===== config.mk =====
export PLATFORM = sky130hd
export DESIGN_NAME = imem_loader
export DESIGN_NICKNAME = d
export VERILOG_FILES = /design/src/rtl/imem_loader.sv
export SDC_FILE = /design/constraint.sdc
export NUM_CORES = 1
export LEC_CHECK = 0
export CAP_MARGIN = 20
export CORE_UTILIZATION = 50
export CTS_CLUSTER_SIZE = 16
export DETAILED_ROUTE_END_ITERATION = 8
export HOLD_SLACK_MARGIN = 0.1
export PLACE_DENSITY = 0.81
export SYNTH_ARGS = -nofsm -noshare
export SYNTH_HDL_FRONTEND = slang
export SYNTH_SLANG_ARGS = --single-unit
export TNS_END_PERCENT = 100

===== constraint.sdc =====
create_clock -name clk -period 2.22 [get_ports clk]
set_input_delay 0.333 -clock clk [delete_from_list [all_inputs] [get_ports clk]]
set_output_delay 0.333 -clock clk [all_outputs]
set_load 0.1 [all_outputs]

===== src/rtl/imem_loader.sv =====
// Boot loader: receives a length/data/checksum byte stream, writes little-endian
// 32-bit words into instruction memory, and holds the CPU in reset until the image verifies.
module imem_loader #(
    parameter int DEPTH_WORDS = 256,
    parameter int ADDR_W      = 32
) (
    input  logic              clk,
    input  logic              reset,
    input  logic              byte_valid,
    input  logic [7:0]        byte_data,
    output logic              byte_ready,
    input  logic              reload,
    output logic              im_we,
    output logic [ADDR_W-1:0] im_addr,
    output logic [31:0]       im_wdata,
    output logic              cpu_reset_n,
    output logic              done,
    output logic              error
);

    typedef enum logic [2:0] {LEN0, LEN1, DATA, CSUM, DONE, ERR} state_t;

    localparam logic [15:0] DEPTH_LIMIT = 16'(DEPTH_WORDS);

    state_t      state, next_state;
    logic [15:0] len;
    logic [15:0] word_index;
    logic [1:0]  lane;
    logic [7:0]  csum;
    logic [23:0] word_buf;
    logic        accept;
    logic [15:0] len_full;
    logic        len_ok;
    logic        word_last;

    // Reset is folded in so the loader refuses bytes while held in reset.
    assign byte_ready = reset && (state == LEN0 || state == LEN1 ||
                                  state == DATA || state == CSUM);
    assign accept     = byte_valid && byte_ready && !reload;
    assign len_full   = {byte_data, len[7:0]};
    assign len_ok     = (len_full != 16'd0) && (len_full <= DEPTH_LIMIT);
    assign word_last  = (lane == 2'd3) && (word_index == len - 16'd1);

    always_comb begin
        next_state = state;
        if (reload) begin
            next_state = LEN0;
        end else if (accept) begin
            case (state)
                LEN0:    next_state = LEN1;
                LEN1:    next_state = len_ok ? DATA : ERR;
                DATA:    if (word_last) next_state = CSUM;
                CSUM:    next_state = (byte_data == csum) ? DONE : ERR;
                default: next_state = state;
            endcase
        end
    end

    // Status outputs are registered from next_state so they align with the state change.
    always_ff @(posedge clk or negedge reset) begin
        if (!reset) begin
            state       <= LEN0;
            done        <= 1'b0;
            error       <= 1'b0;
            cpu_reset_n <= 1'b0;
        end else begin
            state       <= next_state;
            done        <= (next_state == DONE);
            error       <= (next_state == ERR);
            cpu_reset_n <= (next_state == DONE);
        end
    end

    always_ff @(posedge clk or negedge reset) begin
        if (!reset) begin
            len        <= '0;
            word_index <= '0;
            lane       <= '0;
            csum       <= '0;
            word_buf   <= '0;
            im_we      <= 1'b0;
            im_addr    <= '0;
            im_wdata   <= '0;
        end else begin
            im_we <= 1'b0;
            if (reload) begin
                len        <= '0;
                word_index <= '0;
                lane       <= '0;
                csum       <= '0;
                word_buf   <= '0;
            end else if (accept) begin
                case (state)
                    LEN0: len[7:0]  <= byte_data;
                    LEN1: len[15:8] <= byte_data;
                    DATA: begin
                        csum <= csum ^ byte_data;
                        if (lane == 2'd3) begin
                            im_we      <= 1'b1;
                            im_wdata   <= {byte_data, word_buf};
                            im_addr    <= ADDR_W'({word_index, 2'b00});
                            word_index <= word_index + 16'd1;
                            lane       <= 2'd0;
                        end else begin
                            word_buf[8*lane +: 8] <= byte_data;
                            lane                  <= lane + 2'd1;
                        end
                    end
                    default: ;
                endcase
            end
        end
    end

endmodule


==> results of run 1 <==
worst reg2reg max path, delay by kind of cell, from the launching register on:
family                     cells  cell delay (ns)
buffers and inverters          1             0.08
adders and majority gates      1             0.18
and+or+nand+nor                5             1.37
DFF                            1             0.41
AOI/OAI and AO/OA              1             0.07
area by class of cell:
type,instances,share of cell area (%)
Sequential cell,120,41.2
Multi-Input combinational cell,389,36.1
Timing Repair Buffer,110,12.0
Clock buffer,19,6.08
Tap cell,143,2.46
Clock inverter,13,1.77
Inverter,7,0.361
cells in the mapped netlist (2+ instances only):
cell	instances
dfrtp_1	120
nand2_1	68
nor2_1	56
mux2_2	47
xor2_1	33
clkbuf_1	28
o21ai_0	27
mux2i_1	20
buf_4	18
xnor2_1	18
a21oi_1	10
nand3_1	9
nor3_1	9
and3_1	8
inv_1	7
nor4_1	7
ha_1	6
nand4_1	6
nor2b_1	5
and4_1	3
buf_1	3
nor3b_1	3
or3_1	3
a211o_1	2
a211oi_1	2
and2_1	2
buf_2	2
nand2b_1	2
nand4b_1	2
nor3_2	2
nor4b_1	2
o221ai_1	2
where the power goes:
group / switching [mW] / total, mW / internal [mW]
Clock: 0.964 / 2.63 / 1.67
Sequential: 0.0241 / 2.24 / 2.22
Combinational: 0.415 / 0.603 / 0.188
layer usage:
layer / vias up / GRT usage (%) / share of wire [%]
li1: 2037 / - / -
met1: 2112 / 30.3 / 43
met2: 136 / 38.9 / 49
met3: 23 / 6.16 / 6.1
met4: 0 / 9.71 / 2.0
met5: - / 0 / 0
per-stage QoR:
stage          setup TNS, ns  util [%]  std cells  setup slack [ns]  instance area (sq um)
4_1_cts                    0      63.9        801           0.00329                   7260
3_5_place_dp          -0.808      58.8        768            -0.109                   6680
3_3_place_gp               0      58.8        768            0.0191                   6680
5_1_grt               -0.158      64.0        801           -0.0632                   7280
6_report                   0      64.0        801            0.0149                   7280
2_1_floorplan              0         -        567           0.00188                   5890
cells in the final DEF (no fill, tap or decap), types with 2 or more instances in the layout:
master / count
ha_1: 5
mux2i_1: 20
nor2_1: 56
clkdlybuf4s50_1: 10
nor2b_1: 4
and4_1: 3
buf_12: 2
mux2_2: 47
clkinvlp_4: 4
nand4b_1: 2
nor3_2: 3
conb_1: 16
nand3_1: 9
bufinv_16: 2
clkinv_2: 6
a21oi_1: 10
or3_1: 3
nand4_1: 6
nor3b_1: 3
a211o_1: 2
dfrtp_1: 120
nand2_1: 68
xor2_1: 33
nand2b_1: 2
and3_1: 8
buf_4: 98
nor3_1: 8
o221ai_1: 2
inv_1: 7
o21ai_0: 27
xnor2_1: 18
nor4b_1: 2
nor4_1: 6
clkbuf_16: 17
worst min-delay path by stage:
stage / start / to / depth (start not counted)
floorplan: reset / csum[0]$_DFFE_PN0P_ / 0
global placement: word_buf[10]$_DFFE_PN0P_ / word_buf[10]$_DFFE_PN0P_ / 2
detailed placement: word_buf[15]$_DFFE_PN0P_ / word_buf[15]$_DFFE_PN0P_ / 2
CTS: reset / len[2]$_DFFE_PN0P_ / 2
global route: reset / len[2]$_DFFE_PN0P_ / 2
finish: reset / len[1]$_DFFE_PN0P_ / 2
sequential cells by signal, summed over array words and instances, names as in the netlist, 2 cells and up:
signal,cells
word_buf,24
im_wdata,32
im_addr,16
lane,2
state,3
word_index,16
len,16
csum,8
what timing repair did:
action | in CTS | in global routing
setup buffers | 1 | 0
setup endpoints to repair | 1 | 3
pin swaps | 1 | 1
gates resized for setup | 0 | 4
cloned | 0 | 0
cell families (layout without fill, tap and decap cells):
logic type,count (synthesis),in the layout
AO/OA/AOI/OAI,52,52
XOR/XNOR,51,51
adder cells (fa/ha/maj),6,6
buffers and inverters,58,149
flip-flops,120,120
multiplexers,68,68
other,1,16
AND/OR/NAND/NOR,196,196
==> summary.md, run 1 <==
| Metric | Value |
|---|---|
| Gp weighted congestion | `0.906` |
| Syn Area/Cell | `10.5 sq um` |
| Largest family of logic cells by synthesized area | `simple AND/OR/NAND/NOR gates` |
| Row cnt | `39` |
| HPWL after DPL | `9510 microns` |
| Seq. cell area | `3000 sq um` |
| Crit path depth | `8` |
| Vias in the first global route | `4292` |
| TritonCTS clock tree | `built` |
| Critical path endpoint category | `flop` |
| Post-synthesis instance total | `552` |
| Register area share after synthesis | `51.6%` |
| Initial antenna violation count | `0` |
| Max stage delay on crit path | `0.42 ns` |
| Area delta synth->final | `25.1%` |
| Final min period | `2.21 ns` |
| Buf+Inv Stages, Crit Path | `1` |
| Clk slew on worst S/H paths | `0.05 ns` |
| # hold bufs at CTS | `0` |
| Fillers | `865` |
| Number of flops mapped to enable cells by yosys | `0` |
| GRT Total Usage | `23.9%` |
| Antenna diode count | `0` |
| Nets | `663` |
| Total grt overflow | `0` |
| Crit-path cells | `inv_1 > ha_2 > or3b_4 > or3_1 > nand4_2 > a211oi_2 > or3_4 > and2_4` |
| Multi-input logic area | `2630 sq um` |
| Tightest Pin Transition | `1.00 ns` |
| Synth Area in Compound Gates | `5.20%` |
| Top FF cell, synth | `dfrtp_1` |
| Adder-cell share of the synthesized area | `1.29%` |
| Synth Cell Area | `5820 sq um` |
| R2R Setup Slk | `0.01 ns` |
| R2R Path End | `done$_DFF_PN0_` |
| Pwr/cell area | `752 nW/um^2` |
| Top post-synthesis cells by area | `dfrtp_1 52%, mux2_2 9.1%, xor2_1 5.0%, nand2_1 4.4%, nor2_1 3.6%` |
| Req. time, crit path | `2.53 ns` |
| Status | `finished, final reports clean` |
| Sink Count | `120` |
| Worst Setup SP | `len[0]$_DFFE_PN0P_` |
| Yosys reg bits | `120` |
| Post-synthesis mux area share | `12.7%` |
| Data arrival, critical path | `2.52 ns` |
| Yosys warning total | `0` |
| I/O Buffers | `64` |
| First DRT Iteration DRCs | `279` |
| Worst setup path end | `done$_DFF_PN0_` |
| Setup violators final | `0` |
| Worst reg-to-reg path cell count | `8` |
| Biggest area consumer among synthesized cells | `dfrtp_1` |
| Deepest clock path buffer count | `2` |
| Top Family by Delay on Critical Path | `simple AND/OR/NAND/NOR gates` |
| Lkg Pwr | `3.51 nW` |
| Max Slew Vio Count | `0` |
| Routed via count | `4308` |
| CP Launch Type | `flop` |
| Worst hold slack | `0.162 ns` |
| Core area | `11400 sq um` |
| Maxcap violations | `0` |
| Netlist cell types | `52` |
| RSZ-0062 raised after global routing | `true` |
| First-pass GRT wire length | `21400 microns` |
| Drt wl/cell | `16.5 microns` |
| CP Max Fanout | `5` |
| Fraction of layout cells with a size suffix above 1 | `29.5%` |
| Simple-Gate Fraction of Synth Area | `16.5%` |
| DRT Pass-1 Iters | `5` |
| Final Power | `5.47 mW` |
| CTS HTree Levels | `4` |
| CP max-delay cell | `or3b_4` |
| Slew HR | `33.4%` |
| Worst min path class | `in -> async` |
| Num CTS Buffers | `17` |
| Antenna Nets Post-Route | `0` |
| Worst Clk Skew | `0.00761 ns` |
| Root buf cell | `clkbuf_16` |
| Starting density of the core | `51.2%` |
| Post-synth top area share | `51.6%` |
| Die area | `12100 sq um` |
| Worst r2r src | `len[0]$_DFFE_PN0P_` |
| Vias per inst | `5.38` |
| Post-Synth XOR/XNOR Area | `7.67%` |
| Total wire length | `13200 microns` |
| Chip height | `110 microns` |
| IO Count | `81` |
| Crit Path Class | `reg -> reg` |
| Die width | `110 microns` |
| Peak supply drop | `554 uV` |
| Clk Latency, worst-skew pair | `0.42 ns` |
| Maximum clock frequency | `454 MHz` |
| Final Hold Fails | `0` |
| Ys async rst share | `100%` |
| Post-route DRC | `0` |
| Tcrit/Tclk final | `99.3%` |
| Largest net degree at the start of global routing | `69` |
Power figures use the tool's default switching activity.
==> run 2: changes to the inputs <==
--- a/config.mk
+++ b/config.mk
@@ -10,7 +10,7 @@
 export CTS_CLUSTER_SIZE = 16
 export DETAILED_ROUTE_END_ITERATION = 8
 export HOLD_SLACK_MARGIN = 0.1
-export PLACE_DENSITY = 0.81
+export PLACE_DENSITY = 0.77
 export SYNTH_ARGS = -nofsm -noshare
 export SYNTH_HDL_FRONTEND = slang
 export SYNTH_SLANG_ARGS = --single-unit
==> summary.md, run 2 (synthesized netlist as in run 1, its figures left out) <==
| Metric | Value |
|---|---|
| Fraction of layout cells with a size suffix above 1 | `30.0%` |
| Setup TNS | `0 ns` |
| CP max-delay cell | `dfrtp_1` |
| R2R Path End | `done$_DFF_PN0_` |
| Final min period | `2.17 ns` |
| Routed via count | `4329` |
| Pre-CTS setup slack | `0.00641 ns` |
| Deepest clock path buffer count | `2` |
| Clk slew on worst S/H paths | `0.05 ns` |
| Top Family by Delay on Critical Path | `simple AND/OR/NAND/NOR gates` |
| Sink Count | `120` |
| Worst Clk Skew | `0.00407 ns` |
| Tcrit/Tclk final | `97.7%` |
| Total grt overflow | `0` |
| Root buf cell | `clkbuf_16` |
| Row cnt | `39` |
| First DRT Iteration DRCs | `259` |
| First-pass GRT wire length | `21200 microns` |
| Die width | `110 microns` |
| Initial antenna violation count | `0` |
| Crit Path Class | `reg -> reg` |
| Max Slew Vio Count | `0` |
| DRT Pass-1 Iters | `4` |
| Drt wl/cell | `16.3 microns` |
| Worst Setup SP | `len[0]$_DFFE_PN0P_` |
| Final Hold Fails | `0` |
| Lkg Pwr | `3.53 nW` |
| Maxcap violations | `0` |
| Antenna Nets Post-Route | `0` |
| Worst r2r src | `len[0]$_DFFE_PN0P_` |
| Most frequent cells in the layout | `120 x dfrtp_1, 98 x buf_4, 68 x nand2_1` |
| Peak supply drop | `657 uV` |
| TritonCTS clock tree | `built` |
| Commonest non-fill, non-tap cell in the layout | `dfrtp_1` |
| Worst setup path end | `done$_DFF_PN0_` |
| Setup slack after layout | `0.0518 ns` |
| Status | `finished, final reports clean` |
| Core area | `11400 sq um` |
| Area delta synth->final | `26.1%` |
| Dpl cells | `768` |
| Largest net degree at the start of global routing | `56` |
| R2R Setup Slk | `0.05 ns` |
| Crit path depth | `8` |
| RSZ-0062 raised after global routing | `true` |
| Top flop regs | `im_wdata: 32 flops, word_buf: 24 flops` |
| Antenna diode count | `0` |
| Clk Latency, worst-skew pair | `0.42 ns` |
| Critical Path Most Common Cell | `or3_4` |
| Tightest Pin Transition | `0.701 ns` |
| Slew HR | `53.3%` |
| Maximum clock frequency | `461 MHz` |
| Max reg flops | `32` |
| CTS HTree Levels | `4` |
| Vias per inst | `5.39` |
| CP Max Fanout | `4` |
| Post-route insts no fill | `803` |
| GRT Total Usage | `23.7%` |
| Max stage delay on crit path | `0.40 ns` |
| Post-route DRC | `0` |
| Req. time, crit path | `2.53 ns` |
| Pwr/cell area | `755 nW/um^2` |
| Total wire length | `13100 microns` |
| Nets | `665` |
| Setup violators final | `0` |
| CP Launch Type | `flop` |
| Critical path endpoint category | `flop` |
| Worst reg-to-reg path cell count | `8` |
| I/O Buffers | `64` |
| Vias in the first global route | `4249` |
| Final design area excluding fillers | `7340 sq um` |
| Chip height | `110 microns` |
| Num CTS Buffers | `17` |
| Worst min path class | `reg -> reg` |
| Worst hold slack | `0.486 ns` |
| Crit-path cells | `inv_1 > ha_2 > or3b_4 > or3_4 > nand4_4 > a211oi_2 > or3_4 > and2_4` |
| HPWL after DPL | `9200 microns` |
| Die area | `12100 sq um` |
| Data arrival, critical path | `2.48 ns` |
| IO Count | `81` |
| Starting density of the core | `51.2%` |
| Buf+Inv Stages, Crit Path | `1` |
| Gp weighted congestion | `0.884` |
| Placed Instance Area | `6700 sq um` |
| Biggest register | `im_wdata` |
-- run 2: power breakdown --
part | internal [mW] | leakage, nW | total [mW] | switching, mW
combinational | 0.196 | 1.59 | 0.614 | 0.419
clock | 1.68 | 0.279 | 2.69 | 1.00
sequential | 2.22 | 1.66 | 2.24 | 0.0234
-- run 2: timing repair --
| action | in CTS | in global routing |
|---|---|---|
| pin swaps | 0 | 2 |
| endpoints found under the setup margin | 1 | 3 |
| hold endpoints to repair | 65 | 0 |
| hold buffers | 1 | 0 |
| setup buffers | 1 | 1 |
| resized for setup | 1 | 6 |
-- run 2: worst min-delay path, cell delays in order (launching register included) --
cell     delay (ns)
dfrtp_1        0.34
nand2_1        0.05
o21ai_0        0.06
-- run 2: layout make-up --
| type | instances | area (sq um) |
|---|---|---|
| fill | 866 | 4030 |
| sequential | 120 | 3000 |
| multi-input combinational | 389 | 2640 |
| timing repair buffer | 112 | 906 |
| clock buffer | 18 | 439 |
| tap | 143 | 179 |
| clock inverter | 14 | 149 |
| inverter | 7 | 26.3 |
-- run 2: how the worst min path moves through the flow --
stage | depth (start not counted) | end | from | slack, ns
floorplan | 0 | csum[0]$_DFFE_PN0P_ | reset | 0.04
global placement | 2 | im_wdata[26]$_DFFE_PN0P_ | reset | 0.39
detailed placement | 2 | im_wdata[26]$_DFFE_PN0P_ | reset | 0.40
CTS | 2 | word_buf[1]$_DFFE_PN0P_ | word_buf[1]$_DFFE_PN0P_ | 0.48
global route | 2 | word_buf[16]$_DFFE_PN0P_ | word_buf[16]$_DFFE_PN0P_ | 0.51
finish | 2 | word_buf[9]$_DFFE_PN0P_ | word_buf[9]$_DFFE_PN0P_ | 0.49
-- run 2: stage by stage --
step                      power, mW  util, %
after global placement         2.86     58.9
after detailed placement       2.87     58.9
after floorplan                2.69        -
final                          5.54     64.6
after CTS                      5.58     64.3
after global routing           5.74     64.6
-- run 2: routing by layer --
layer | global-route usage, % | wire length, microns
met5 | 0 | 0
met4 | 12.1 | 317
met3 | 5.75 | 707
met2 | 39.2 | 6610
met1 | 28.7 | 5490
